==> src/rtl/muldiv_unit.sv <==
// Iterative RV32M multiply/divide unit: shift-add multiply and restoring divide, one bit per cycle.
// Define MULDIV_DIV_EN to build the divider; without it funct3 1xx finishes at once with result 0.
module muldiv_unit #(
  parameter int unsigned XLEN = 32
) (
  input  logic            clk,
  input  logic            rst_n,
  input  logic            start,
  input  logic            kill,
  input  logic [2:0]      funct3,
  input  logic [XLEN-1:0] rs1_val,
  input  logic [XLEN-1:0] rs2_val,
  output logic            busy,
  output logic            done,
  output logic [XLEN-1:0] result
);

  localparam logic [XLEN-1:0] SignMin = {1'b1, {(XLEN-1){1'b0}}};

  typedef enum logic [1:0] {StIdle, StCalc, StFinish} state_e;

  state_e            state_q, state_d;
  logic              done_q;
  logic [XLEN-1:0]   result_q;
  logic [4:0]        cnt_q;
  logic [2:0]        op_q;
  logic [XLEN-1:0]   a_q;
  logic [2*XLEN-1:0] acc_q;
  logic              neg_res_q;

  logic              accept, special;
  logic              a_signed, b_signed, a_neg, b_neg;
  logic [XLEN-1:0]   a_mag, b_mag;
  logic [XLEN:0]     mul_sum;
  logic [2*XLEN-1:0] mul_next, prod;
  logic [XLEN-1:0]   fin_res;

`ifdef MULDIV_DIV_EN
  logic [XLEN-1:0]   rem_q, rem_d;
  logic              neg_rem_q;
  logic              div_zero, div_ovf, div_ok;
  logic [XLEN:0]     div_shift, div_diff;
  logic [XLEN-1:0]   quo_fin, rem_fin;
`endif

  // Operand decode and sign extraction (MULHSU: rs1 signed, rs2 unsigned)
  always_comb begin
    accept   = (state_q == StIdle) && !done_q && start && !kill;
    a_signed = (funct3 == 3'b001) || (funct3 == 3'b010) || (funct3 == 3'b100) ||
               (funct3 == 3'b110);
    b_signed = (funct3 == 3'b001) || (funct3 == 3'b100) || (funct3 == 3'b110);
    a_neg    = a_signed && rs1_val[XLEN-1];
    b_neg    = b_signed && rs2_val[XLEN-1];
    a_mag    = a_neg ? (~rs1_val + 1'b1) : rs1_val;
    b_mag    = b_neg ? (~rs2_val + 1'b1) : rs2_val;
`ifdef MULDIV_DIV_EN
    div_zero = funct3[2] && (rs2_val == '0);
    div_ovf  = funct3[2] && !funct3[0] && (rs1_val == SignMin) && (rs2_val == '1);
    special  = div_zero || div_ovf;
`else
    special  = funct3[2];
`endif
  end

  // Iteration datapath; a_q holds the multiplicand or divisor, acc_q low half the quotient
  always_comb begin
    mul_sum  = {1'b0, acc_q[2*XLEN-1:XLEN]} + ({1'b0, a_q} & {(XLEN+1){acc_q[0]}});
    mul_next = {mul_sum, acc_q[XLEN-1:1]};
`ifdef MULDIV_DIV_EN
    div_shift = {rem_q, acc_q[XLEN-1]};
    div_diff  = div_shift - {1'b0, a_q};
    div_ok    = !div_diff[XLEN];
    rem_d     = div_ok ? div_diff[XLEN-1:0] : div_shift[XLEN-1:0];
`endif
  end

  // Sign correction and result select
  always_comb begin
    prod = neg_res_q ? (~acc_q + 1'b1) : acc_q;
`ifdef MULDIV_DIV_EN
    quo_fin = neg_res_q ? (~acc_q[XLEN-1:0] + 1'b1) : acc_q[XLEN-1:0];
    rem_fin = neg_rem_q ? (~rem_q + 1'b1) : rem_q;
`endif
    fin_res = '0;
    case (op_q)
      3'b000:                 fin_res = prod[XLEN-1:0];
      3'b001, 3'b010, 3'b011: fin_res = prod[2*XLEN-1:XLEN];
`ifdef MULDIV_DIV_EN
      3'b100, 3'b101:         fin_res = quo_fin;
      3'b110, 3'b111:         fin_res = rem_fin;
`endif
      default:                fin_res = '0;
    endcase
  end

  always_ff @(posedge clk or negedge rst_n) begin
    if (!rst_n) begin
      state_q <= StIdle;
    end else begin
      state_q <= state_d;
    end
  end

  always_comb begin
    state_d = state_q;
    unique case (state_q)
      StIdle: begin
        if (accept) state_d = special ? StFinish : StCalc;
      end
      StCalc: begin
        if (kill)               state_d = StIdle;
        else if (cnt_q == 5'd31) state_d = StFinish;
      end
      StFinish: state_d = StIdle;
      default:  state_d = StIdle;
    endcase
  end

  // done is registered, so busy must also cover the done cycle to block a start there
  always_comb begin
    busy   = (state_q != StIdle) || done_q;
    done   = done_q;
    result = result_q;
  end

  always_ff @(posedge clk or negedge rst_n) begin
    if (!rst_n) begin
      cnt_q     <= '0;
      op_q      <= '0;
      a_q       <= '0;
      acc_q     <= '0;
      neg_res_q <= 1'b0;
`ifdef MULDIV_DIV_EN
      rem_q     <= '0;
      neg_rem_q <= 1'b0;
`endif
    end else if (accept) begin
      op_q      <= funct3;
      cnt_q     <= '0;
      a_q       <= funct3[2] ? b_mag : a_mag;
      acc_q     <= {{XLEN{1'b0}}, (funct3[2] ? a_mag : b_mag)};
      neg_res_q <= a_neg ^ b_neg;
`ifdef MULDIV_DIV_EN
      rem_q     <= '0;
      neg_rem_q <= a_neg;
      // Special cases are preloaded so the normal FINISH select yields the fixed answer
      if (div_zero) begin
        acc_q     <= {{XLEN{1'b0}}, {XLEN{1'b1}}};
        rem_q     <= rs1_val;
        neg_res_q <= 1'b0;
        neg_rem_q <= 1'b0;
      end else if (div_ovf) begin
        acc_q     <= {{XLEN{1'b0}}, SignMin};
        neg_res_q <= 1'b0;
        neg_rem_q <= 1'b0;
      end
`else
      if (special) begin
        acc_q     <= '0;
        neg_res_q <= 1'b0;
      end
`endif
    end else if (state_q == StCalc) begin
      cnt_q <= cnt_q + 5'd1;
`ifdef MULDIV_DIV_EN
      if (op_q[2]) begin
        rem_q             <= rem_d;
        acc_q[XLEN-1:0]   <= {acc_q[XLEN-2:0], div_ok};
      end else begin
        acc_q <= mul_next;
      end
`else
      acc_q <= mul_next;
`endif
    end
  end

  always_ff @(posedge clk or negedge rst_n) begin
    if (!rst_n) begin
      done_q   <= 1'b0;
      result_q <= '0;
    end else begin
      done_q <= (state_q == StFinish) && !kill;
      if ((state_q == StFinish) && !kill) result_q <= fin_res;
    end
  end

endmodule

==> config.mk <==
export PLATFORM = sky130hd
export DESIGN_NAME = muldiv_unit
export DESIGN_NICKNAME = d
export VERILOG_FILES = /design/src/rtl/muldiv_unit.sv
export SDC_FILE = /design/constraint.sdc
export NUM_CORES = 1
export LEC_CHECK = 0
export BUFFER_PORTS_ARGS = -buffer_cell sky130_fd_sc_hd__clkbuf_2
export CAP_MARGIN = 20
export CORE_AREA = 2 2 151 153
export DETAILED_ROUTE_END_ITERATION = 10
export DIE_AREA = 0 0 153 155
export HOLD_SLACK_MARGIN = 0.08
export PLACE_DENSITY_LB_ADDON = 0.25
export SYNTH_ARGS = -nofsm -noshare
export SYNTH_HDL_FRONTEND = slang
export SYNTH_SLANG_ARGS = --single-unit
==> constraint.sdc <==
create_clock -name clk -period 9.2 [get_ports clk]
set_clock_uncertainty 0.2 [all_clocks]
set_input_delay 0.46 -clock clk [delete_from_list [all_inputs] [get_ports clk]]
set_output_delay 0.46 -clock clk [all_outputs]
set_load 0.01 [all_outputs]
== Word-level counts from Yosys, hierarchy flattened ==
Cells that the tools add are included.

* Bits in registers: 140
* Bits of input ports: 71
* Output and inout bits: 34
* Logic and storage cells: 66

* $add $sub $neg: 5
* Equality and inequality tests: 12
* Mux-type cells: 16
* Bitwise operators: 5
* Reductions and logical operators: 20

{| class="wikitable"
|+ Operator list
! operator !! number
|-
| 2-to-1 mux 64 bit || 3
|-
| 2-to-1 mux 32 bit || 4
|-
| adder 32 x 1 -> 32 bit, second input constant || 2
|-
| adder 64 x 1 -> 64 bit, second input constant || 1
|-
| NOT 32 bit || 2
|-
| NOT 64 bit || 1
|-
| case mux 32 bit (2 select lines) || 1
|-
| adder 32 x 33 -> 33 bit || 1
|-
| bitwise AND 32 x 33 -> 33 bit || 1
|-
| 2-to-1 mux 5 bit || 2
|-
| == test 3 x 2 -> 1 bit, second input constant || 3
|-
| 2-to-1 mux 2 bit || 4
|-
| == test 3 x 1 -> 1 bit, second input constant || 2
|-
| == test 3 bit, second input constant || 2
|-
| logical AND 1 bit || 6
|-
| logical OR 1 bit || 6
|-
| adder 5 x 1 -> 5 bit, second input constant || 1
|-
| == test 5 bit, second input constant || 1
|-
| case mux 2 bit (2 select lines) || 1
|-
| nonzero test 2 bit || 2
|-
| zero test 3 bit || 1
|-
| != test 3 bit, second input constant || 1
|-
| OR reduction 3 bit || 1
|-
| == test 2 x 1 -> 1 bit, second input constant || 1
|-
| 7 further kinds || 8
|}

== Longest topological paths before layout ==
* Depth in word-level cells: 7
* Mapped depth: 12
* Mapped depth without buffers: 10

== Worst setup path before layout ==
Ideal clock, no wire load.

* Kind: flip-flop to flip-flop
* Start point: register acc_q[0]
* End point: register result_q[4] (netlist: result[4])
* Setup time: 0.122 ns
* Arrival time: 3.112 ns
* Required time: 8.878 ns
* Setup slack: 5.766 ns
* Cell stages (with the launch flop): 12
* Path buffers: 2
* Period minus slack after synthesis: 3.434 ns
* Cell sequence: dfrtp_1 clkbuf_1 inv_1 ha_1 or4b_4 or4b_4 or4_4 buf_6 o21ai_0 xnor2_1 nand2_1 a32o_1

* Word-level cells in the longest chain between the ends: 4

{| class="wikitable"
|+ RTL lines
! item !! line !! RTL
|-
| start: declaration || 28 || <nowiki>logic [2*XLEN-1:0] acc_q;</nowiki>
|-
| start signal: assignment || 141 || <nowiki>acc_q <= {{XLEN{1'b0}}, (funct3[2] ? a_mag : b_mag)};</nowiki>
|-
| start signal: assignment || 173 || <nowiki>acc_q <= mul_next;</nowiki>
|-
| NOT 64 bit || 79 || <nowiki>prod = neg_res_q ? (~acc_q + 1'b1) : acc_q;</nowiki>
|-
| adder 64 x 1 -> 64 bit || 79 ||
|-
| 2-to-1 mux 64 bit || 79 ||
|-
| case mux 32 bit (2 select lines) || 85 || <nowiki>case (op_q)</nowiki>
|-
| end signal: assignment || 184 || <nowiki>if ((state_q == StFinish) && !kill) result_q <= fin_res;</nowiki>
|-
| end: declaration || 24 || <nowiki>logic [XLEN-1:0] result_q;</nowiki>
|}

Every way passes these cells.
A chain may end at the register's enable or synchronous reset.

== Worst setup path in the final report ==
* Start point: register acc_q[0]
* End point: register acc_q[58]

* Word-level cells in the longest chain between the ends: 4

{| class="wikitable"
|+ RTL lines
! item !! line !! RTL
|-
| bitwise AND 32 x 33 -> 33 bit || 67 || <nowiki>mul_sum = {1'b0, acc_q[2*XLEN-1:XLEN]} + ({1'b0, a_q} & {(XLEN+1){acc_q[0]}});</nowiki>
|-
| adder 32 x 33 -> 33 bit || 67 ||
|-
| 2-to-1 mux 64 bit || 163 || <nowiki>end else if (state_q == StCalc) begin</nowiki>
|-
| 2-to-1 mux 64 bit || 137 || <nowiki>end else if (accept) begin</nowiki>
|}

Every way passes these cells. The select of a mux whose other input is x is not followed.

==> out/results.tsv <==
metric	value	unit
Post-synth EDFFs	0	
DP Area	11500	um^2
critical path launch point	acc_q[0]	
Hold Path Origin	funct3[1]	
core area	22200	um^2
Gate Count Post-Synth	1331	
uppermost layer routed	met4	
Cells after DPL	1651	
Top Family by Delay on Critical Path	simple AND/OR/NAND/NOR gates	
Detailed Place HPWL	26800	um
Worst-Skew Late Latency	0.45	ns
Post-CTS Setup Bufs	0	
CP peak stage delay	0.70	ns
Area contributors post-synth	dfrtp_1 (32%), o21ai_0 (6.5%), xnor2_1 (5.8%)	
slew margin rel.	0.279	
Synth Area in Adders	0.0445	
Synth top area share	0.323	
area share of xor/xnor cells in the synthesized design	0.114	
final worst setup slack	5.31	ns
Seq pwr share	0.371	
GRT Residual Overflow	0	
CTS tree	built	
total power	2.97	mW
crit-path cells	and2_1, ha_1, nand2_1, nor3b_1, nor3b_1, or3_1, a2111oi_0, o21ai_0, a32o_1	
largest family of logic cells by synthesized area	compound AO/OA/AOI/OAI gates	
post-synthesis mux area share	0.0365	
die width	153	um
worst r2r src	acc_q[0]	
sequential area share after synthesis	0.323	
DR pass1 iterations	6	
critical path's slowest cell	a2111oi_0	
met2 routed wirelength	15200	um
Buf+Inv Stages, Crit Path	0	
asr flop ratio synth	1.00	
post-route cell area	12100	um^2
CP Launch Type	flop	
metal3 WL	2790	um
deepest clock path buffer count	2	
worst-margin pin slew	1.08	ns
Syn Nets	1440	
Setup crit end kind	flop	
largest area contributor in the synthesized netlist	dfrtp_1	
# diodes	0	
P_leak	5.13	nW
routed length on met1	15900	um
Starting DRT DRC Count	1115	
RSZ-0062 raised after global routing	false	
Net count, final	1497	
via count	10500	
share of layout cells above drive strength 1	0.121	
mean area per synthesized cell	8.16	um^2
routability cong.	0.957	
Buffers on Ports	104	
final setup vio count	0	
DIE HEIGHT	155	um
Total Wirelength	35200	um
vias in the first global route	9909	
# DRC	0	
hold_buf cts	2	
P_int	1.65	mW
fmax	257	MHz
Starting Density	0.488	
period utilisation layout	0.423	
fin cells	1686	
Synth Warn #	0	
Synth Flop Type	dfrtp_1	
Row Count	55	
count of cell types in the netlist	66	
Worst-path clk slew	0.07	ns
Comb power frac	0.399	
Area growth syn-to-layout	11.8	%
Simple-Gate Fraction of Synth Area	0.223	
Fillers	2153	
R2R Setup Slk	5.31	ns
Final TNS setup	0	ns
Setup Crit Path Kind	flop to flop	
Total GRT Usage	0.298	
Synth Area in Compound Gates	0.224	
final critical-path required period	3.89	ns
critical path depth	9	
status	finished clean	
CP required	9.33	ns
Worst Hold Margin	0.0949	ns
initial antenna violation count	0	
worst slack at placement	5.36	ns
Critical Path Fanout Max	36	
worst min path class	input port to flop	
final hold viol count	0	
CTS buffer count	17	
worst IR drop on VDD	0.135	mV
Critical Path AT	4.02	ns
number of H-tree levels	4	
max-cap viol count	0	
global-route wire length before repair	55700	um
hold depth	3	
Max Slew Vio Count	0	
remaining antenna violation count	0	
Clock Power Share	0.230	
CTS Sinks	140	
NetSw	1.33	mW
pwr dens	245	nW/um^2
Net Sw Frac	0.447	
Crit path top cell by count	nor3b_1	
routed len/inst	20.9	um
cells on worst reg2reg path	9	
Yosys reg bits	140	
Final Util	0.546	
clk root buf	clkbuf_16	
worst r2r dst	acc_q[58]	
hold endpoint	op_q[1]	
largest net degree at the start of global routing	80	
die area	23700	um^2
num ports	105	
synthesized area	10900	um^2
post-cts resize count	0	
drt via density	6.23	
## area by class of cell
class | count | area (um^2) | share of cell area
Sequential cell | 140 | 3500 | 0.289
Inverter | 21 | 78.8 | 0.00649
Clock buffer | 17 | 425 | 0.0350
Multi-Input combinational cell | 1091 | 6980 | 0.575
Timing Repair Buffer | 117 | 649 | 0.0535
Clock inverter | 15 | 141 | 0.0116
Tap cell | 285 | 357 | 0.0294
## cell usage in the layout (no fill, tap or decap), types with 14 or more instances in the layout
cell,netlist,layout
a21oi_1,68,68
a22oi_1,21,21
and2_1,39,39
clkbuf_16,0,17
clkbuf_2,0,103
dfrtp_1,140,139
ha_1,37,37
inv_1,20,20
mux2i_1,34,34
nand2_1,158,158
nand3_1,47,46
nand4_1,19,19
nor2_1,89,89
nor3_1,30,29
nor4_1,14,14
o21ai_0,142,142
o22ai_1,21,21
o31ai_1,38,38
or3_1,29,29
or4_1,14,14
xnor2_1,72,72
xor2_1,69,69
## power by group through the flow
stage / clock [mW] / combinational [mW] / sequential (mW)
after floorplan: 0 / 0.854 / 0.983
after global placement: 0 / 1.15 / 1.10
after detailed placement: 0 / 1.16 / 1.10
after CTS: 0.684 / 1.17 / 1.09
after global routing: 0.717 / 1.32 / 1.13
final: 0.684 / 1.19 / 1.10
## registers in the layout, indices dropped and copies added (netlist names)
register / flops
neg_res_q: 1
done: 1
cnt_q: 5
op_q: 3
a_q: 32
state_q: 2
acc_q: 64
result: 32
## worst max-delay path by stage
stage                           end  slack [ns]
final                     acc_q[58]        5.31
after detailed placement  result[4]        5.36
after global placement    result[4]        5.44
after CTS                 result[4]        5.35
after floorplan           result[4]        5.77
after global routing      acc_q[58]        4.89
## per-layer routing
metal | up-vias | track usage
li1 | 4973 | -
met1 | 4928 | 0.432
met2 | 524 | 0.448
met3 | 73 | 0.0499
met4 | 0 | 0.109
met5 | - | 0
## worst register-to-register path, cell delays in order (launching register included)
cell and delay [ns]:
dfrtp_1 0.68, and2_1 0.30, ha_1 0.35, nand2_1 0.11, nor3b_1 0.37, nor3b_1 0.13
or3_1 0.44, a2111oi_0 0.70, o21ai_0 0.19, a32o_1 0.29
## cells in the mapped netlist, types with 6 or more instances
cell type	count
clkbuf_1	70
o21a_1	12
nor2_1	89
nand4_1	19
or2_2	7
nor2b_1	10
o41ai_1	13
xor2_1	69
dfrtp_1	140
nor4_1	14
a22oi_1	21
or4_1	14
or3_1	29
and3_1	6
buf_1	6
xnor2_1	72
and2_1	39
o211ai_1	6
nand2b_1	6
nor3_1	30
mux2i_1	34
o22ai_1	21
o31ai_1	38
a21oi_1	68
nand3_1	47
inv_1	20
o221ai_1	10
o21ai_0	142
nand2_1	158
a32o_1	6
ha_1	37
## cells by family after synthesis
family	Yosys count
AO/OA/AOI/OAI	384
multiplexers	39
AND/OR/NAND/NOR	489
adder cells (fa/ha/maj)	38
buffers and inverters	100
XOR/XNOR	141
flip-flops	140
Note: power is estimated with default switching activity, not from simulation.
